<file path="config.mk">
export PLATFORM = sky130hd
export DESIGN_NAME = fetch_unit_flat
export DESIGN_NICKNAME = d
export VERILOG_FILES = /design/src/rtl/fetch_unit_if.sv /design/src/rtl/fetch_unit.sv /design/src/flat_wrapper.sv
export SDC_FILE = /design/constraint.sdc
export NUM_CORES = 1
export LEC_CHECK = 0
export CAP_MARGIN = 5
export CORE_ASPECT_RATIO = 1.5
export CORE_UTILIZATION = 50
export DETAILED_ROUTE_END_ITERATION = 10
export PLACE_DENSITY = 0.78
export SYNTH_ARGS = -nofsm -noshare
export SYNTH_HDL_FRONTEND = slang
export SYNTH_SLANG_ARGS = --single-unit
</file>
<file path="constraint.sdc">
create_clock -name clk -period 6.3 [get_ports clk]
set_input_delay 0.945 -clock clk [delete_from_list [all_inputs] [get_ports clk]]
set_output_delay 0.945 -clock clk [all_outputs]
set_load 0.05 [all_outputs]
</file>
<file path="src/rtl/fetch_unit_if.sv">
// ---------------------------------------------------------------------------
// fetch_unit_if
// Groups the buses of the instruction fetch unit: the instruction-memory
// read port, the decoded queue-head port toward the control FSM, and the
// redirect (jump) port.
//
// Signals:
//   mem_req / mem_addr        fetch unit -> memory: read request + address
//   mem_ack / mem_rdata       memory -> fetch unit: accept + same-cycle byte
//   instr_valid / instr_out   fetch unit -> control: queue head + valid
//   opcode / imm / instr_pc   fetch unit -> control: head fields + address
//   instr_ready               control -> fetch unit: head consumed this cycle
//   load_pc / sel_pc          control -> fetch unit: redirect + target select
//   reg_in / imm_in           control -> fetch unit: jump target sources
//
// Modports: master = the fetch unit, slave = its environment.
// ---------------------------------------------------------------------------
interface fetch_unit_if #(
    parameter int ADDR_W = 8
);
    logic              mem_req;
    logic [ADDR_W-1:0] mem_addr;
    logic              mem_ack;
    logic [7:0]        mem_rdata;
    logic              instr_valid;
    logic              instr_ready;
    logic [7:0]        instr_out;
    logic [3:0]        opcode;
    logic [3:0]        imm;
    logic [ADDR_W-1:0] instr_pc;
    logic              load_pc;
    logic              sel_pc;
    logic [ADDR_W-1:0] reg_in;
    logic [3:0]        imm_in;

    modport master (
        output mem_req, mem_addr, instr_valid, instr_out, opcode, imm, instr_pc,
        input  mem_ack, mem_rdata, instr_ready, load_pc, sel_pc, reg_in, imm_in
    );

    modport slave (
        input  mem_req, mem_addr, instr_valid, instr_out, opcode, imm, instr_pc,
        output mem_ack, mem_rdata, instr_ready, load_pc, sel_pc, reg_in, imm_in
    );
endinterface

</file>
<file path="src/rtl/fetch_unit.sv">
// ---------------------------------------------------------------------------
// fetch_unit
// Instruction prefetcher: issues one byte read at a time to instruction
// memory, keeps up to DEPTH fetched bytes (with their addresses) in a small
// queue, and presents the queue head to the control FSM. A redirect
// (load_pc) flushes the queue and restarts fetching at the jump target; a
// read already in flight at that moment is completed and its data dropped.
//
// Ports:
//   clk  - single clock, rising edge
//   CLB  - asynchronous active-low reset
//   bus  - fetch_unit_if.master (memory, queue-head and redirect buses)
//
// Parameters:
//   ADDR_W - PC / memory address width (>= 5, the page is the upper bits)
//   DEPTH  - prefetch queue entries, power of two, >= 2
// ---------------------------------------------------------------------------
module fetch_unit #(
    parameter int ADDR_W = 8,
    parameter int DEPTH  = 2
) (
    input  logic          clk,
    input  logic          CLB,
    fetch_unit_if.master  bus
);
    localparam int PTR_W = $clog2(DEPTH);
    localparam int CNT_W = PTR_W + 1;

    typedef enum logic [1:0] {
        IDLE,
        WAIT,
        DISCARD
    } state_t;

    state_t            state;
    state_t            state_next;

    logic [7:0]        q_data [DEPTH];
    logic [ADDR_W-1:0] q_pc   [DEPTH];
    logic [PTR_W-1:0]  rd_ptr;
    logic [PTR_W-1:0]  wr_ptr;
    logic [CNT_W-1:0]  count;
    logic [CNT_W-1:0]  count_next;

    logic [ADDR_W-1:0] fetch_pc;
    logic [ADDR_W-1:0] fetch_pc_next;
    logic [ADDR_W-1:0] mem_addr_q;
    logic [ADDR_W-1:0] target;
    logic [ADDR_W-1:0] head_pc;
    // Only the page bits of the executing pc ever feed a redirect target,
    // so only those bits are kept.
    logic [ADDR_W-5:0] exec_page;

    logic              push;
    logic              pop;
    logic              space;
    logic              issue;

    // Queue head is shown straight out of storage.
    assign head_pc         = q_pc[rd_ptr];
    assign bus.instr_pc    = head_pc;
    assign bus.instr_out   = q_data[rd_ptr];
    assign bus.opcode      = q_data[rd_ptr][7:4];
    assign bus.imm         = q_data[rd_ptr][3:0];
    assign bus.instr_valid = (count != '0);
    assign bus.mem_req     = (state != IDLE);
    assign bus.mem_addr    = mem_addr_q;

    // A redirect wins over everything: the returning byte (if any) is not
    // queued and a head consumption in that cycle is ignored. A byte that
    // arrives while DISCARD is active belongs to the abandoned stream.
    assign push   = (state == WAIT) && bus.mem_ack && !bus.load_pc;
    assign pop    = bus.instr_valid && bus.instr_ready && !bus.load_pc;
    assign target = bus.sel_pc ? bus.reg_in : {exec_page, bus.imm_in};

    // Occupancy after this cycle; a new read may only go out if the byte it
    // returns is guaranteed a free slot.
    always_comb begin
        count_next = count;
        if (bus.load_pc) begin
            count_next = '0;
        end else if (push && !pop) begin
            count_next = count + CNT_W'(1);
        end else if (pop && !push) begin
            count_next = count - CNT_W'(1);
        end
    end

    assign space = (count_next < CNT_W'(DEPTH));

    // Next fetch address: redirect target, else advance past an accepted byte.
    always_comb begin
        fetch_pc_next = fetch_pc;
        if (bus.load_pc) begin
            fetch_pc_next = target;
        end else if (push) begin
            fetch_pc_next = fetch_pc + ADDR_W'(1);
        end
    end

    // Fetch sequencing. 'issue' means a fresh request starts next cycle at
    // fetch_pc_next; WAIT itself keeps mem_req/mem_addr frozen until ack.
    always_comb begin
        state_next = state;
        issue      = 1'b0;
        case (state)
            IDLE: begin
                if (space) begin
                    state_next = WAIT;
                    issue      = 1'b1;
                end
            end
            WAIT: begin
                if (bus.mem_ack) begin
                    if (space) begin
                        issue = 1'b1;
                    end else begin
                        state_next = IDLE;
                    end
                end else if (bus.load_pc) begin
                    state_next = DISCARD;
                end
            end
            DISCARD: begin
                if (bus.mem_ack) begin
                    if (space) begin
                        state_next = WAIT;
                        issue      = 1'b1;
                    end else begin
                        state_next = IDLE;
                    end
                end
            end
            default: state_next = IDLE;
        endcase
    end

    // FSM state, fetch pointer, request address and executing page.
    always_ff @(posedge clk or negedge CLB) begin
        if (!CLB) begin
            state      <= IDLE;
            fetch_pc   <= '0;
            mem_addr_q <= '0;
            exec_page  <= '0;
        end else begin
            state    <= state_next;
            fetch_pc <= fetch_pc_next;
            if (issue) begin
                mem_addr_q <= fetch_pc_next;
            end
            if (pop) begin
                exec_page <= head_pc[ADDR_W-1:4];
            end
        end
    end

    // Prefetch queue storage and pointers; a redirect empties it.
    always_ff @(posedge clk or negedge CLB) begin
        if (!CLB) begin
            for (int i = 0; i < DEPTH; i++) begin
                q_data[i] <= '0;
                q_pc[i]   <= '0;
            end
            rd_ptr <= '0;
            wr_ptr <= '0;
            count  <= '0;
        end else begin
            count <= count_next;
            if (bus.load_pc) begin
                rd_ptr <= '0;
                wr_ptr <= '0;
            end else begin
                if (push) begin
                    q_data[wr_ptr] <= bus.mem_rdata;
                    q_pc[wr_ptr]   <= mem_addr_q;
                    wr_ptr         <= wr_ptr + PTR_W'(1);
                end
                if (pop) begin
                    rd_ptr <= rd_ptr + PTR_W'(1);
                end
            end
        end
    end
endmodule

</file>
<file path="src/flat_wrapper.sv">
// flat-port wrapper written by rule: the top's interface ports become plain ports
module fetch_unit_flat 
#(
    parameter int ADDR_W = 8,
    parameter int DEPTH  = 2
)
  (clk, CLB, bus_mem_req, bus_mem_addr, bus_instr_valid, bus_instr_out, bus_opcode, bus_imm, bus_instr_pc, bus_mem_ack, bus_mem_rdata, bus_instr_ready, bus_load_pc, bus_sel_pc, bus_reg_in, bus_imm_in);
  fetch_unit_if #(.ADDR_W(ADDR_W)) bus_i ();
  input  logic clk;
  input  logic CLB;
  output wire logic [$bits(bus_i.mem_req)-1:0] bus_mem_req;
  output wire logic [$bits(bus_i.mem_addr)-1:0] bus_mem_addr;
  output wire logic [$bits(bus_i.instr_valid)-1:0] bus_instr_valid;
  output wire logic [$bits(bus_i.instr_out)-1:0] bus_instr_out;
  output wire logic [$bits(bus_i.opcode)-1:0] bus_opcode;
  output wire logic [$bits(bus_i.imm)-1:0] bus_imm;
  output wire logic [$bits(bus_i.instr_pc)-1:0] bus_instr_pc;
  input wire logic [$bits(bus_i.mem_ack)-1:0] bus_mem_ack;
  input wire logic [$bits(bus_i.mem_rdata)-1:0] bus_mem_rdata;
  input wire logic [$bits(bus_i.instr_ready)-1:0] bus_instr_ready;
  input wire logic [$bits(bus_i.load_pc)-1:0] bus_load_pc;
  input wire logic [$bits(bus_i.sel_pc)-1:0] bus_sel_pc;
  input wire logic [$bits(bus_i.reg_in)-1:0] bus_reg_in;
  input wire logic [$bits(bus_i.imm_in)-1:0] bus_imm_in;
  assign bus_mem_req = bus_i.mem_req;
  assign bus_mem_addr = bus_i.mem_addr;
  assign bus_instr_valid = bus_i.instr_valid;
  assign bus_instr_out = bus_i.instr_out;
  assign bus_opcode = bus_i.opcode;
  assign bus_imm = bus_i.imm;
  assign bus_instr_pc = bus_i.instr_pc;
  assign bus_i.mem_ack = bus_mem_ack;
  assign bus_i.mem_rdata = bus_mem_rdata;
  assign bus_i.instr_ready = bus_instr_ready;
  assign bus_i.load_pc = bus_load_pc;
  assign bus_i.sel_pc = bus_sel_pc;
  assign bus_i.reg_in = bus_reg_in;
  assign bus_i.imm_in = bus_imm_in;
  fetch_unit #(.ADDR_W(ADDR_W), .DEPTH(DEPTH)) u_core (.clk(clk), .CLB(CLB), .bus(bus_i));
endmodule
</file>
# Yosys cells after proc, flatten, opt, wreduce, memory -nomap -nowiden
# Cells that the tools add are included.
[totals]
word_cells = 77
rom_bits = 0
mem_bits_rw = 0
latch_bits = 0
output_inout_bits = 34
mem_count = 0
inputBits = 26
regBits = 58
[op_classes]
n_addsub = 5
muxes = 30
n_mul = 0
div = 0
order_cmp = 4
bitwise = 3
n_eq_ne = 6
shift = 0
n_reduce_logical = 18
[ops]
columns = ["cell", "n"]
rows = [
  ["two-way mux 8 bit", 10],
  ["bitwise mux 16 bit", 2],
  ["two-way mux 2 bit", 8],
  ["adder 8 x 1 -> 8 bit (second input constant)", 1],
  ["demux 8 bit (select 1 bit)", 1],
  ["nonzero test 2 bit", 4],
  ["logical AND 1 bit", 7],
  ["two-way mux 1 bit", 7],
  ["inequality test 3 bit (second input constant)", 2],
  ["one-hot mux 2 bit (3 select lines)", 1],
  [">= comparator 2 bit (second input constant)", 2],
  ["NOT 1 -> 2 bit", 2],
  ["AND reduction 4 bit", 1],
  ["zero test 1 bit", 3],
  ["adder 1 bit (second input constant)", 2],
  ["adder 2 x 1 -> 2 bit (second input constant)", 1],
  ["equality test 2 x 1 -> 1 bit (second input constant)", 1],
  ["equality test 2 bit (second input constant)", 1],
  ["zero test 2 bit", 1],
  ["less-than comparator 2 x 1 -> 1 bit (second input constant)", 1],
  ["less-than comparator 2 bit (second input constant)", 1],
  ["inequality test 2 x 1 -> 1 bit (second input constant)", 1],
  ["inequality test 2 bit (second input constant)", 1],
  ["one-hot mux 1 bit (2 select lines)", 1],
  ["4 further kinds", 4],
]

# Logic depth before layout (Yosys ltp)
[logic_depth]
ltp_word = 12
ltp_mapped = 10
depth_no_buf = 8

# Worst setup path before layout
# No wires, ideal clock.
[synth_timing]
path_type = "reg-to-output"
from = "reg u_core.rd_ptr"
to = "out bus_instr_out[1]"
required_ps = 5355
slack_ps = 3665
path_stages_with_launch = 5
path_buffers = 3
arrival_time_ps = 1690
path_cell_list = "dfrtp_1 clkbuf_1 clkbuf_1 mux2_2 buf_4"
[synth_between]
elab_chain_cells = 4
[synth_lines]
columns = ["element", "line_no", "text"]
rows = [
  ["from (decl)", "fetch_unit.sv:40", "logic [PTR_W-1:0] rd_ptr;"],
  ["from (signal assigned)", "fetch_unit.sv:179", "rd_ptr <= rd_ptr + PTR_W'(1);"],
  ["NOT 1 -> 2 bit", "n/a", ""],
  ["two-way mux 8 bit (implied by the code) (3 in series)", "fetch_unit.sv:62", "assign bus.instr_out = q_data[rd_ptr];"],
  ["to (decl)", "flat_wrapper.sv:14", "output wire logic [$bits(bus_i.instr_out)-1:0] bus_instr_out;"],
]
# Every way passes these cells. The select of a mux whose other input is x is not followed.

# Worst setup path in the final report
[layout_timing]
from = "reg u_core.rd_ptr"
to = "out bus_imm[3]"
[layout_between]
elab_chain_cells = 4
[layout_lines]
columns = ["element", "line_no", "text"]
rows = [
  ["NOT 1 -> 2 bit (implied by the code)", "fetch_unit.sv:64", "assign bus.imm = q_data[rd_ptr][3:0];"],
  ["two-way mux 8 bit (3 in series)", "n/a", ""],
  ["to (decl)", "flat_wrapper.sv:16", "output wire logic [$bits(bus_i.imm)-1:0] bus_imm;"],
]
# Every way passes these cells. The select of a mux whose other input is x is not followed.

==> results.md <==
- DRC viols: 0
- Clock Tree Buf Depth: 2
- Global-route wire length before repair: between 8000 and 9000 um
- Max Slew Vio Count: 0
- Netlist cell types: 34
- # hold bufs at CTS: 0
- Via/cell ratio: between 5 and 6
- H-Tree Depth: 3
- Hpwl dp: 3650 um
- Core Area: roughly 5500 um^2
- CTS tree: yes
- Max Cap Viol: 0
- Slowest stage delay, CP: between 0.8 and 0.9 ns
- GP Congestion: slightly below 0.8
- Total negative setup slack: 0 ns
- GRT Overall Usage: 19.2%
- Unrepaired setup endpoints after global routing: no
- Largest cells by area after synthesis: dfrtp_1, mux2_2, mux2_4
- Worst Hold Class: reg -> reg
- Site row count: 33
- Inserted Clock Buffers: 9
- Asr flop ratio synth: 100%
- WP data required: 5.35 ns
- Yosys warning total: 0
- Finish-stage setup viols: 0
- Worst Setup Start Kind: flip-flop
- CTS root buffer: clkbuf_8
- Worst EP arrival: 2.32 ns
- I/O Pins: 60
- Relative slew margins: 42.7%
- Pin count of the biggest net entering global routing: between 50 and 60
- Setup CP Type: reg -> out
- Initial Utilization: a little over half
- Synthesized instance count: approximately 220
- Die area: slightly above 6000 um^2
- Mean post-synth cell area: 12.8 um^2
- Worst-path maximum fanout: 17
- Synth area leader: dfrtp_1
- Proportion of layout cells with a drive suffix above 1: between 20 and 30%
- DR iter-0 viols: just over 50
- Register area share after synthesis: between 50% and 60%
- CTS Sinks: 58
- Initial antenna violation count: 0
- Mapped Area: around 2900 um^2
- Antenna Nets Post-Route: 0
- Final nets: 310
- Post-CTS setup buffers: 0
- Predominant post-synthesis flop cell: dfrtp_1
- Min cycle time layout: 3.27 ns
- Fill count: about 440
- Highest-count cells in the layout ignoring fill and taps: clkdlybuf4s50_1, dfrtp_1, mux2_2
- Drt pass-1 iters: 4
- R2R setup slack: roughly 3.7 ns
- Post-synth EDFFs: 0
- Final worst-path cycle share: between 50% and 60%
- CP Capture Type: primary output
- Max Clock Skew: about 0.0092 ns
- Clock slew at reported path FFs: 0.05 ns
- Flops & latches, synth: 58
- Worst skew pair latency: 0.33 ns
- Critical path's slowest cell: dfrtp_1
- # diodes: 0
- Worst-Margin Slew: about 0.86 ns
- Post_cts resized: 0
- Post-synth top area share: 50.7%
- Total global routing overflow: 0
- I/O Buffers: between 50 and 60
- Fmax: between 300 and 400 MHz
- Vias in the first global route: 1887
- Syn nets: approximately 260
- WL/cell: 14.6 um
- Vias: 1847
- Status: finished clean
- Final Routed Wirelength: about 5100 um
- Cell Chain, Critical Path: mux2_2, clkdlybuf4s50_1
- Area growth syn-to-layout: 24.9%
- Die Wd: roughly 64 um
- Die H: between 90 and 100 um
- Count of final hold-check violations: 0
logic make-up after synthesis:
| kind of cell | share of synthesized area (%) |
|---|---|
| simple gates | 7.60 |
| xor+xnor | 3.06 |
| buf+inv | 5.24 |
| flops | 50.7 |
| fa+ha+maj | 2.62 |
| mux | 26.1 |
| compound gates | 4.67 |
area by class of cell:
type,instances,area (um^2),area share [%]
Timing Repair Buffer,61,601,16.8
Clock buffer,12,135,3.78
Inverter,9,33.8,0.945
Sequential cell,58,1450,40.6
Multi-Input combinational cell,139,1260,35.3
Tap cell,70,87.6,2.45
Clock inverter,1,5.00,0.140
sequential cells by signal, indices dropped and copies added, names as in the netlist:
register             cells
u_core.q_pc             16
u_core.bus.mem_addr      8
u_core.rd_ptr            1
u_core.count             2
u_core.q_data           16
u_core.wr_ptr            1
u_core.exec_page         4
u_core.state             2
u_core.fetch_pc          8
path summary, 6_finish.rpt:
kind / from / end / cells after the start
max: u_core.rd_ptr$_DFFE_PN0P_ / bus_imm[3] / 2
min: u_core.q_pc[4]$_DFFE_PN0P_ / u_core.q_pc[4]$_DFFE_PN0P_ / 1
max reg2reg: u_core.state[1]$_DFFE_PN0P_ / u_core.bus.mem_addr[4]$_DFFE_PN0P_ / 8
min reg2reg: u_core.q_pc[4]$_DFFE_PN0P_ / u_core.q_pc[4]$_DFFE_PN0P_ / 1
max in group asynchronous: CLB / u_core.wr_ptr$_DFFE_PN0P_ / 2
min in group asynchronous: CLB / u_core.q_data[13]$_DFFE_PN0P_ / 2
per-stage QoR:
| step | hold WS [ns] | setup slack [ns] | utilization (%) | cell area (um^2) | instances |
|---|---|---|---|---|---|
| 2_1_floorplan | 0.473 | 3.67 | - | 2860 | 224 |
| 3_3_place_gp | 0.483 | 2.85 | 62.6 | 3440 | 337 |
| 3_5_place_dp | 0.488 | 2.81 | 62.6 | 3440 | 337 |
| 4_1_cts | 0.501 | 3.00 | 65.1 | 3580 | 350 |
| 5_1_grt | 0.520 | 2.93 | 65.1 | 3580 | 350 |
| 6_report | 0.501 | 3.03 | 65.1 | 3580 | 350 |
Yosys cell counts (2+ instances only):
master     n
mux2i_1    2
nand2_1    4
xor2_1     4
nand4_1    2
nor2_1     6
xnor2_1    6
nand3_1    4
and3_1     2
ha_1       6
nor3_1     4
inv_1      8
dfrtp_1   58
a211oi_1   5
buf_4      9
o21ai_0    6
buf_6      2
nor2b_1    4
clkbuf_1   7
a21oi_1    9
mux2_2    54
mux2_4     8
or3_1      2
critical path, delay by kind of cell (launching register included):
family	cells	cell delay [ns]
mux	1	0.43
buf+inv	1	0.71
flops	1	0.85
per-layer routing:
metal	wire length [um]	GRT usage, %	vias to the layer above
li1	-	-	881
met2	2670	31.6	47
met1	2090	22.1	905
met4	153	13.1	0
met3	180	4.47	14
met5	0	0	-
Power is left out: the tool's default activity adds up to more than one toggle a clock period on the data nets, which glitch-free logic cannot reach.
